<file path="config.mk">
export PLATFORM = sky130hd
export DESIGN_NAME = booth_mult_seq
export DESIGN_NICKNAME = d
export VERILOG_FILES = /design/src/rtl/booth_pkg.sv /design/src/rtl/booth_mult_seq_addsub.sv /design/src/rtl/booth_mult_seq.sv
export SDC_FILE = /design/constraint.sdc
export NUM_CORES = 1
export LEC_CHECK = 0
export CAP_MARGIN = 20
export CORE_ASPECT_RATIO = 1.1
export CORE_UTILIZATION = 35
export DETAILED_ROUTE_END_ITERATION = 10
export PLACE_DENSITY_LB_ADDON = 0.3
export SYNTH_ARGS = -nofsm -noshare
export SYNTH_HDL_FRONTEND = slang
export SYNTH_SLANG_ARGS = --single-unit
</file>
<file path="constraint.sdc">
create_clock -name clk -period 2.76 [get_ports clk]
set_input_delay 0.414 -clock clk [delete_from_list [all_inputs] [get_ports clk]]
set_output_delay 0.414 -clock clk [all_outputs]
set_load 0.02 [all_outputs]
</file>
<file path="src/rtl/booth_pkg.sv">
// Shared constants for the sequential Booth multiplier: FSM encodings and
// the two Booth recoding patterns that trigger an add or a subtract.
package booth_pkg;

   localparam logic [1:0] ST_IDLE = 2'd0;
   localparam logic [1:0] ST_CALC = 2'd1;
   localparam logic [1:0] ST_DONE = 2'd2;

   localparam logic [1:0] BOOTH_ADD = 2'b01;
   localparam logic [1:0] BOOTH_SUB = 2'b10;

endpackage

</file>
<file path="src/rtl/booth_mult_seq_addsub.sv">
// Ripple-carry add/sub: S = A + (B ^ {W{M}}) + M, so M=1 subtracts B.
// C is the final carry-out, and V is signed overflow (the carry into the MSB XOR the carry out of it).
module full_adder (
   input  logic a,
   input  logic b,
   input  logic ci,
   output logic s,
   output logic co
);
   assign s  = a ^ b ^ ci;
   assign co = (a & b) | (ci & (a ^ b));
endmodule

module addsub_nbit #(
   parameter int W = 5
) (
   input  logic [W-1:0] A,
   input  logic [W-1:0] B,
   input  logic         M,
   output logic [W-1:0] S,
   output logic         V,
   output logic         C
);
   logic [W:0] carry;

   assign carry[0] = M;

   for (genvar i = 0; i < W; i++) begin : g_bit
      full_adder u_fa (
         .a  (A[i]),
         .b  (B[i] ^ M),
         .ci (carry[i]),
         .s  (S[i]),
         .co (carry[i+1])
      );
   end

   assign C = carry[W];
   assign V = carry[W] ^ carry[W-1];
endmodule

</file>
<file path="src/rtl/booth_mult_seq.sv">
// Sequential radix-2 Booth multiplier: one add/sub-then-shift step per clock,
// 2*WIDTH signed product with a one-cycle done pulse.
module booth_mult_seq
   import booth_pkg::*;
#(
   parameter int WIDTH = 4
) (
   input  logic               clk,
   input  logic               rst_n,
   input  logic               start,
   input  logic [WIDTH-1:0]   multiplicand,
   input  logic [WIDTH-1:0]   multiplier,
   output logic               busy,
   output logic               done,
   output logic [2*WIDTH-1:0] product
);
   localparam int CW = $clog2(WIDTH + 1);

   logic [1:0]         state_q, state_d;
   logic [WIDTH:0]     a_q, a_d;
   logic [WIDTH-1:0]   q_q, q_d;
   logic               q1_q, q1_d;
   logic [WIDTH:0]     mx_q, mx_d;
   logic [CW-1:0]      count_q, count_d;
   logic [2*WIDTH-1:0] product_q, product_d;

   logic [1:0]         booth_code;
   logic               add_mode;
   logic [WIDTH:0]     add_sum;
   logic               add_v, add_c;
   logic               unused_addsub;
   logic [WIDTH:0]     a_sel;
   logic [2*WIDTH:0]   shifted;

   assign booth_code = {q_q[0], q1_q};
   assign add_mode   = (booth_code == BOOTH_SUB);

   // A is WIDTH+1 bits so that subtracting the most negative M cannot overflow
   addsub_nbit #(.W(WIDTH + 1)) u_addsub (
      .A (a_q),
      .B (mx_q),
      .M (add_mode),
      .S (add_sum),
      .V (add_v),
      .C (add_c)
   );

   assign unused_addsub = add_v ^ add_c;

   assign a_sel   = (booth_code == BOOTH_ADD || booth_code == BOOTH_SUB) ? add_sum : a_q;
   assign shifted = {a_sel[WIDTH], a_sel, q_q[WIDTH-1:1]};

   always_comb begin
      state_d   = state_q;
      a_d       = a_q;
      q_d       = q_q;
      q1_d      = q1_q;
      mx_d      = mx_q;
      count_d   = count_q;
      product_d = product_q;
      case (state_q)
         ST_IDLE: begin
            if (start) begin
               a_d     = '0;
               q_d     = multiplier;
               q1_d    = 1'b0;
               mx_d    = {multiplicand[WIDTH-1], multiplicand};
               count_d = CW'(WIDTH);
               state_d = ST_CALC;
            end
         end
         ST_CALC: begin
            a_d     = shifted[2*WIDTH:WIDTH];
            q_d     = shifted[WIDTH-1:0];
            q1_d    = q_q[0];
            count_d = count_q - CW'(1);
            if (count_q == CW'(1)) begin
               product_d = shifted[2*WIDTH-1:0];
               state_d   = ST_DONE;
            end
         end
         ST_DONE: state_d = ST_IDLE;
         default: state_d = ST_IDLE;
      endcase
   end

   always_ff @(posedge clk or negedge rst_n) begin
      if (!rst_n) begin
         state_q   <= ST_IDLE;
         a_q       <= '0;
         q_q       <= '0;
         q1_q      <= 1'b0;
         mx_q      <= '0;
         count_q   <= '0;
         product_q <= '0;
      end else begin
         state_q   <= state_d;
         a_q       <= a_d;
         q_q       <= q_d;
         q1_q      <= q1_d;
         mx_q      <= mx_d;
         count_q   <= count_d;
         product_q <= product_d;
      end
   end

   assign busy    = (state_q == ST_CALC);
   assign done    = (state_q == ST_DONE);
   assign product = product_q;

endmodule

</file>
### Yosys cells after proc, flatten, opt, wreduce, memory -nomap -nowiden

Cells that the tools add are included.
Widths: inputs -> output; s select.

| operators by class | value |
|---|---|
| add/sub/neg operators | 1 |
| multiply operators | 0 |
| divide/modulo/power cells | 0 |
| magnitude comparators | 0 |
| equal/unequal tests | 7 |
| shifts and indexed selects | 0 |
| mux-type cells | 12 |
| bitwise gates (word level) | 27 |
| reduce and logical (&&, ||, !) cells | 7 |

Operators by type and width:

| operator | count |
|---|---|
| $xor 1x1->1 | 15 |
| $mux 5 | 2 |
| $pmux 5 s2 | 1 |
| $and 1x1->1 | 8 |
| $pmux 4 s2 | 1 |
| $reduce_and 2->1 | 4 |
| $pmux 3 s2 | 1 |
| $eq 2x1->1 const B | 2 |
| $eq 2x2->1 const B | 2 |
| $mux 2 | 2 |
| $mux 4 | 1 |
| $or 1x1->1 | 4 |
| $pmux 2 s2 | 1 |
| $eq 3x1->1 const B | 1 |
| $mux 3 | 1 |
| $sub 3x1->3 const B | 1 |
| $logic_not 2->1 | 1 |
| $ne 2x1->1 const B | 1 |
| $ne 2x2->1 const B | 1 |
| $pmux 1 s2 | 1 |
| $reduce_bool 2->1 | 1 |
| $logic_or 1x1->1 | 1 |
| $mux 1 | 1 |

| word-level totals | value |
|---|---|
| flip-flop bits (word level) | 27 |
| latch bits | 0 |
| bits in writable memories | 0 |
| memory bits (read-only) | 0 |
| bits of input ports | 11 |
| output and inout bits | 10 |
| logic and storage cells | 61 |
| memories kept | 0 |

### Depth between registers and ports, before layout

| logic depth | value |
|---|---|
| word-level depth | 14 |
| depth in mapped cells | 9 |
| mapped depth without buffers | 9 |

### Modules after synthesis

Synthesis repeated with hierarchy kept, for this count alone.

| unflattened totals | value |
|---|---|
| cell total of the unflattened synthesis | 111 |
| area, all modules | 1367.6 sq um |

By module, submodules not included:

| module | times used | cells each | area an instance (sq um) | seq. area each (sq um) |
|---|---|---|---|---|
| booth_mult_seq | 1 | 99 | 1203.7 | 650.6 |
| full_adder | 5 | 1 | 20.0 | 0.0 |
| addsub_nbit | 1 | 7 | 63.8 | 0.0 |

### Worst setup path before layout

Ideal clock, no wire load.

| timing path | value |
|---|---|
| path kind | flip-flop to flip-flop |
| from | register q_q[0] |
| to | register a_q[2] |
| data arrival time | 2.329 ns |
| required time | 2.677 ns |
| setup slack | 0.349 ns |
| cell stages (with the launch flop) | 9 |
| path buffers | 0 |
| period minus slack after synthesis | 2.411 ns |
| cells stage by stage | dfrtp_1 -> ha_1 -> mux2_2 -> fa_1 -> inv_1 -> fa_1 -> fa_1 -> mux2_2 -> o21ai_0 |

| between the ends | value |
|---|---|
| cells in the longest elaborated chain, start to end | 12 |
| elaborated cells on any way between the ends | 23 |
| those cells by class | eq/ne: 2; mux: 2; bitwise: 18; reduce/logical: 1 |

RTL lines:

| element | line | source |
|---|---|---|
| start: declaration | booth_mult_seq.sv:21 | `logic [WIDTH-1:0] q_q, q_d;` |
| start signal: assignment | booth_mult_seq.sv:99 | `q_q <= q_d;` |
| $eq 2x2->1 | booth_mult_seq.sv:36, booth_mult_seq.sv:50 |  |
| $xor 1x1->1 | booth_mult_seq_addsub.sv:31 | `.b (B[i] ^ M),` |
| $xor 1x1->1 | booth_mult_seq_addsub.sv:11 | `assign co = (a & b) \| (ci & (a ^ b));` |
| $and 1x1->1 | booth_mult_seq_addsub.sv:11 |  |
| $or 1x1->1 | booth_mult_seq_addsub.sv:11 |  |
| $and 1x1->1 | booth_mult_seq_addsub.sv:11 |  |
| $or 1x1->1 | booth_mult_seq_addsub.sv:11 |  |
| $and 1x1->1 | booth_mult_seq_addsub.sv:11 |  |
| $or 1x1->1 | booth_mult_seq_addsub.sv:11 |  |
| $xor 1x1->1 | booth_mult_seq_addsub.sv:10 | `assign s = a ^ b ^ ci;` |
| $mux 5 * | booth_mult_seq.sv:50 | `assign a_sel = (booth_code == BOOTH_ADD \|\| booth_code == BOOTH_SUB) ? add_sum : a_q;` |
| $pmux 5 s2 * | booth_mult_seq.sv:61 | `case (state_q)` |
| end signal: assignment | booth_mult_seq.sv:90 | `a_q <= '0;` |
| end signal: assignment | booth_mult_seq.sv:98 | `a_q <= a_d;` |
| end: declaration | booth_mult_seq.sv:20 | `logic [WIDTH:0] a_q, a_d;` |

Mark *: on every way between the ends. The rest lies on a longest branch, timed or not.
A chain may end at the register's enable or synchronous reset.

### Worst setup path after layout

Ends and elaborated chain as after synthesis.

==> results.md <==
- Status: completed
- # setup viols final: 0
- N_diodes: 0
- Met1 Wirelength: approximately 1.1 mm
- Met3 Wirelength: 49 um
- Fmax: 395 MHz
- First-pass GRT wire length: 4.17 mm
- Synth unique cells: 32
- Height of the chip: 66.7 um
- Util after Layout: 0.445
- RSZ-0062 raised after global routing: false
- Clk pwr share: 0.108
- DRT Pass-1 Iters: 4
- Cell area power density: 1190 nW/um2
- CTS Hold Bufs: 0
- # IOs: 21
- Worst Tran Pin Value: ~460 ps
- Critical Path Slowest Stage Cell: dfrtp_1
- Combinational fraction of design power: 0.528
- Tightest Hold Check Type: flip-flop to flip-flop
- Slew Limit Fails: 0
- Share of cells above drive strength 1: 0.143
- Die Wd: 60.8 um
- Psw: 765 uW
- Crit. Startpoint: q_q[0]
- DR vias: 858
- Arrival @ worst endpoint: between 2000 and 3000 ps
- Post-synthesis register bit count: 26
- DRT antenna net count: 0
- Post-DP Area: between 1500 and 2000 um2
- Area grow syn2layout: 22.1%
- Sw Ratio: 0.397
- Cells after Synth: around 110
- Placed wire-length estimate: 1.79 mm
- Top cells by area, synth: dfrtp_1 (49%), fa_1 (6.0%), mux2_4 (4.5%)
- Post-synth top cells: dfrtp_1 (26), nand2_1 (10), inv_1 (9)
- Initial antenna violation count: 0
- Overflow after GRT: 0
- Max Buffers Root-to-Sink: 2
- Final Hold Violating Endpoints: 0
- WL per Instance: 13.2 um
- Num CTS Buffers: 3
- Seq pwr share: 0.365
- VDD IR max: 0.292 mV
- Port Buf Inserts: 20
- Hold Startpoint: product[4]
- Mean area per synthesized cell: 11.9 um2
- Vias/cell: roughly 4.7
- Critical path's most frequent cell: fa_1
- Worst-path fanout max: 4
- Max-slew headroom: 0.690
- TritonCTS clock tree: built
- Clock sinks: 26
- Asr flop ratio synth: 1.00
- Area leader, netlist: dfrtp_1
- Setup Skew: 1.23 ps
- Crit path capture type: flip-flop
- Starting density of the core: 0.364
- Post-synth EDFFs: 0
- Fin crit period: around 2500 ps
- Setup bufs post-CTS: 0
- CP startpoint kind: flip-flop
- Final #Nets: 153
- Met2 wire length: roughly 1.3 mm
- Worst EP required: 2950 ps
- Row cnt: 23
- Total core area: roughly 3700 um2
- Largest net degree at the start of global routing: 27
- Placer Congestion: 0.838
- CP cell instances: ha_1 -> mux2_2 -> fa_1 -> inv_1 -> fa_1 -> fa_1 -> mux2_2 -> o21ai_0
- Count leader, synth: dfrtp_1
- Later-pin clock latency in the skew report: 260 ps
- Top cell type's share of synthesized area: 0.489
- GRT Overall Usage: 0.138
- Seq/Total Area, Yosys: 0.489
- Setup TNS: 0 ps
- Final-layout fill cell count: between 300 and 400
- Number of remaining DRC errors: 0
- Crit share post-route: 0.918
- CTS Root Cell: clkbuf_8
- # H-tree levels: 1
- DR iter-0 viols: between 40 and 50
- Setup CP Type: flip-flop to flip-flop
- Ys flop type: dfrtp_1
- Post-synth net total: 130
- Syn. warnings: 0
- Max_cap viols: 0
- Cell Int Power: 1160 uW
- CP peak stage delay: 420 ps
- CTS resizes: 0
- Routed WL: 2.42 mm
- Die area: just over 4000 um2
- Vias in the first global route: 897
- Worst r2r src: q_q[0]
- Final instance area: 1630 um2
- Top layer in use: met4
- Mapped Area: 1330 um2
- Register clock-pin slew on the reported worst setup and hold paths: 80 ps
- P_leak: 0.000713 uW
[routing by layer]
| metal | GRT usage | up-vias |
|---|---|---|
| met3 | 0.0117 | 2 |
| li1 | - | 425 |
| met2 | 0.240 | 10 |
| met5 | 0 | - |
| met4 | 0.0511 | 0 |
| met1 | 0.176 | 421 |
[critical path: cells and delay by family (launching register included)]
family	cells	cell delay [ps]
AOI/OAI and AO/OA	1	130
DFF	1	420
muxes	2	570
adders and majority gates	4	1260
buffers and inverters	1	70
[layout by cell type (no fill, tap or decap), types with 2 or more instances in the layout]
cell type,Yosys,final
and2b_1,2,2
nor2b_1,3,3
mux2_1,3,3
mux2i_1,2,2
xor2_1,2,2
o21ai_1,8,8
dfrtp_1,26,26
a22oi_1,3,3
a21oi_1,5,5
xnor2_1,2,2
clkbuf_8,0,3
mux2_2,3,3
o21ai_0,7,7
nand2_1,10,10
ha_1,3,3
clkdlybuf4s50_1,0,20
mux2_4,4,4
inv_1,9,9
fa_1,4,4
[final timing paths]
path	to	slack, ps	depth (start not counted)
worst max-delay path	a_q[2]	230	8
worst min-delay path	product[4]	480	2
worst max register to register	a_q[2]	230	8
worst min register to register	product[4]	480	2
max in group asynchronous	product[7]	2000	2
min in group asynchronous	product[1]	510	2
[power by group through the flow]
stage,clock network [uW],registers [uW],logic (uW)
after global placement,0,708,1000
after CTS,214,708,1030
final,208,703,1020
after detailed placement,0,716,1030
after floorplan,0,720,730
after global routing,226,729,1170
[layout make-up]
class                           count  area, um2  share of cell area
Sequential cell                    26        651               0.400
Multi-Input combinational cell     73        623               0.383
Timing Repair Buffer               21        208               0.128
Tap cell                           50       62.6              0.0385
Clock buffer                        3       41.3              0.0254
Inverter                           10       40.0              0.0246
[registers in the layout, summed over array words and instances, names as in the netlist]
signal   cells
a_q          4
count_q      3
mx_q         4
product      8
q1_q         1
q_q          4
state_q      2
[cell families (layout without fill, tap and decap cells)]
family                     Yosys count  count (layout)  share of synthesized area
AOI/OAI and AO/OA                   28              28                      0.124
DFF                                 26              26                      0.489
and+or+nand+nor                     22              22                      0.118
buffers and inverters               13              34                     0.0432
muxes                               12              12                      0.111
adders and majority gates            7               7                     0.0884
xor gates and xnor gates             4               4                     0.0263
[through the flow]
stage / worst slack [ps] / hold WS (ps) / power, uW / cells
2_1_floorplan: 349 / 118 / 1450 / 112
3_3_place_gp: 296 / 462 / 1710 / 180
3_5_place_dp: 251 / 470 / 1740 / 180
4_1_cts: 223 / 490 / 1950 / 183
5_1_grt: 60.4 / 514 / 2120 / 183
6_report: 227 / 479 / 1930 / 183
No activity file was read; power rests on OpenSTA's default activity.
==> edit, RTL diff (same flow settings) <==
Take the reset off `a_q`, `q_q`, `mx_q` and `product_q` and load them in a clocked block of their own.
--- a/src/rtl/booth_mult_seq.sv
+++ b/src/rtl/booth_mult_seq.sv
@@ -89,17 +89,16 @@
          state_q   <= ST_IDLE;
-         a_q       <= '0;
-         q_q       <= '0;
          q1_q      <= 1'b0;
-         mx_q      <= '0;
          count_q   <= '0;
-         product_q <= '0;
       end else begin
          state_q   <= state_d;
-         a_q       <= a_d;
-         q_q       <= q_d;
          q1_q      <= q1_d;
-         mx_q      <= mx_d;
          count_q   <= count_d;
-         product_q <= product_d;
       end
+   end
+
+   always_ff @(posedge clk) begin
+      a_q       <= a_d;
+      q_q       <= q_d;
+      mx_q      <= mx_d;
+      product_q <= product_d;
    end
Formal check against the unedited RTL: differs if rst_n is asserted again (counterexample within 10 cycles, from zero or initial values and one cycle with rst_n low); with rst_n held inactive, the same outputs for 10 cycles.
==> edit against the original RTL <==
The flow now finishes with violations (design-rule violations). Synthesized area fell by 12%. First-iteration DRC count fell by 72%. Clock skew rose by 0.0055 ns. Sequential cell count did not move. Wire length fell by 20%. Setup slack got worse by 0.018 ns. Count of clock-buffer cells in the layout did not move. Final area fell by 9.2%. Cell count fell by 23%. Power fell by 7.6%. Maximum frequency fell by 0.70%. Largest cell class unchanged.
==> edit: results (changes against the original RTL) <==
CTS max path bufs 2 (unchanged); Seq/Total Area, Yosys 64.1% (was 48.9%); DR iter-0 viols 12 (was 43); max reg flops 8 (unchanged); Reg2Reg Setup Slack 0.21 ns (was 0.23 ns); largest fanout on the critical path 4 (unchanged); synth warn 0 (unchanged); Post-synth EDFFs 20 (was 0); WP data arrival 2.64 ns (was 2.72 ns); Clock Skew 0.00671 ns (was 0.00123 ns); met1 WL 894 um (was 1080 um); RD Place Congestion 0.731 (was 0.838); pin count of the biggest net entering global routing 16 (was 27); number of global-route vias before repair 703 (was 897); internal power 1.17 mW (was 1.16 mW); TritonRoute pass-1 iters 7 (was 4); Netlist cell types 23 (was 32); count leader, synth edfxtp_1 (was dfrtp_1); failing checks design-rule violations; Flop pwr share 40.9% (was 36.5%); Clk pwr share 14.6% (was 10.8%); worst skew pair latency 0.32 ns (was 0.26 ns); Synth area leaders edfxtp_1, dfrtp_1, fa_1 (was dfrtp_1, fa_1, mux2_4); first-pass GRT wire length 3250 um (was 4170 um); met3 Track Usage GR 1.86% (was 1.17%); Wirelength per Cell 13.7 um (was 13.2 um); status finished with violations (was completed); Cell Area, Placed 1410 um2 (was 1580 um2); post-detail-place hpwl 1410 um (was 1790 um); Post-synth ARST share 23.1% (was 100%); most instantiated cells after synthesis edfxtp_1, nand2_1, inv_1, dfrtp_1 (was dfrtp_1, nand2_1, inv_1, o21ai_1, o21ai_0); Mapped Nets 101 (was 130); # nets final 126 (was 153); worst hold path type in -> async (was reg -> reg); Place WS 0.161 ns (was 0.251 ns); fin crit period 2.55 ns (was 2.53 ns); CTS Buf Count 3 (unchanged); global routing usage on met2 20.3% (was 24.0%); Mapped Cells 83 (was 112); WHS 0.313 ns (was 0.479 ns); clk slew on worst S/H paths 0.14 ns (was 0.08 ns); Total GRT Usage 12.3% (was 13.8%); Pleak 0.588 nW (was 0.713 nW); Worst slew margin 59.7% (was 69.0%); CP peak stage delay 0.42 ns (about the same); WL met2 981 um (was 1260 um); # diodes 0 (unchanged); via count 669 (was 858); met1 usage 15.6% (was 17.6%); met3 WL 43 um (was 49 um); drt drc 2 (was 0); fill count 296 (was 350); share of layout cells above drive strength 1 11.2% (was 14.3%); total chip power 1.78 mW (was 1.93 mW); Max VDD drop 0.403 mV (was 0.292 mV); final std cells w/o fill 141 (was 183); CP max-delay cell fa_1 (was dfrtp_1); Root Buffer clkbuf_4 (was clkbuf_8)
==> edit: cell count changes in the layout (fill, tap and decap cells not counted), moves of 5 or more <==
| cell | change |
|---|---|
| dfrtp_1 | -20 |
| edfxtp_1 | +20 |
| o21ai_1 | -8 |
| a21oi_1 | -5 |
==> edit: worst paths after layout <==
kind / cells after the start / start / to
setup / recovery: 9 / q1_q / a_q[3]
hold / removal: 1 / rst_n / count_q[0]
setup reg to reg: 9 / q1_q / a_q[3]
hold reg to reg: 0 / q_q[1] / product[0]
max in group asynchronous: 1 / rst_n / state_q[1]
min in group clk: 0 / q_q[1] / product[0]
==> edit: layout make-up <==
type / count / area [um2] / area share [%]
tap: 34 / 42.5 / 2.88
sequential: 26 / 751 / 50.8
clock inverter: 1 / 30.0 / 2.03
clock buffer: 3 / 22.5 / 1.53
timing repair buffer: 21 / 208 / 14.1
inverter: 10 / 37.5 / 2.54
multi-input combinational: 46 / 385 / 26.1
==> edit: worst max-delay path, delay by kind of cell, from the launching register on <==
| kind | cells | cell delay (ns) |
|---|---|---|
| buffers and inverters | 2 | 0.13 |
| muxes | 1 | 0.28 |
| xor gates and xnor gates | 1 | 0.16 |
| adders and majority gates | 4 | 1.23 |
| and+or+nand+nor | 1 | 0.15 |
| DFF | 1 | 0.38 |
==> edit: cell families after synthesis <==
| kind of cell | after synthesis | synth area share, % |
|---|---|---|
| xor gates and xnor gates | 4 | 2.99 |
| DFF | 26 | 64.1 |
| buffers and inverters | 11 | 3.85 |
| AOI/OAI and AO/OA | 7 | 3.63 |
| muxes | 6 | 5.56 |
| adders and majority gates | 7 | 10.0 |
| and+or+nand+nor | 22 | 9.83 |
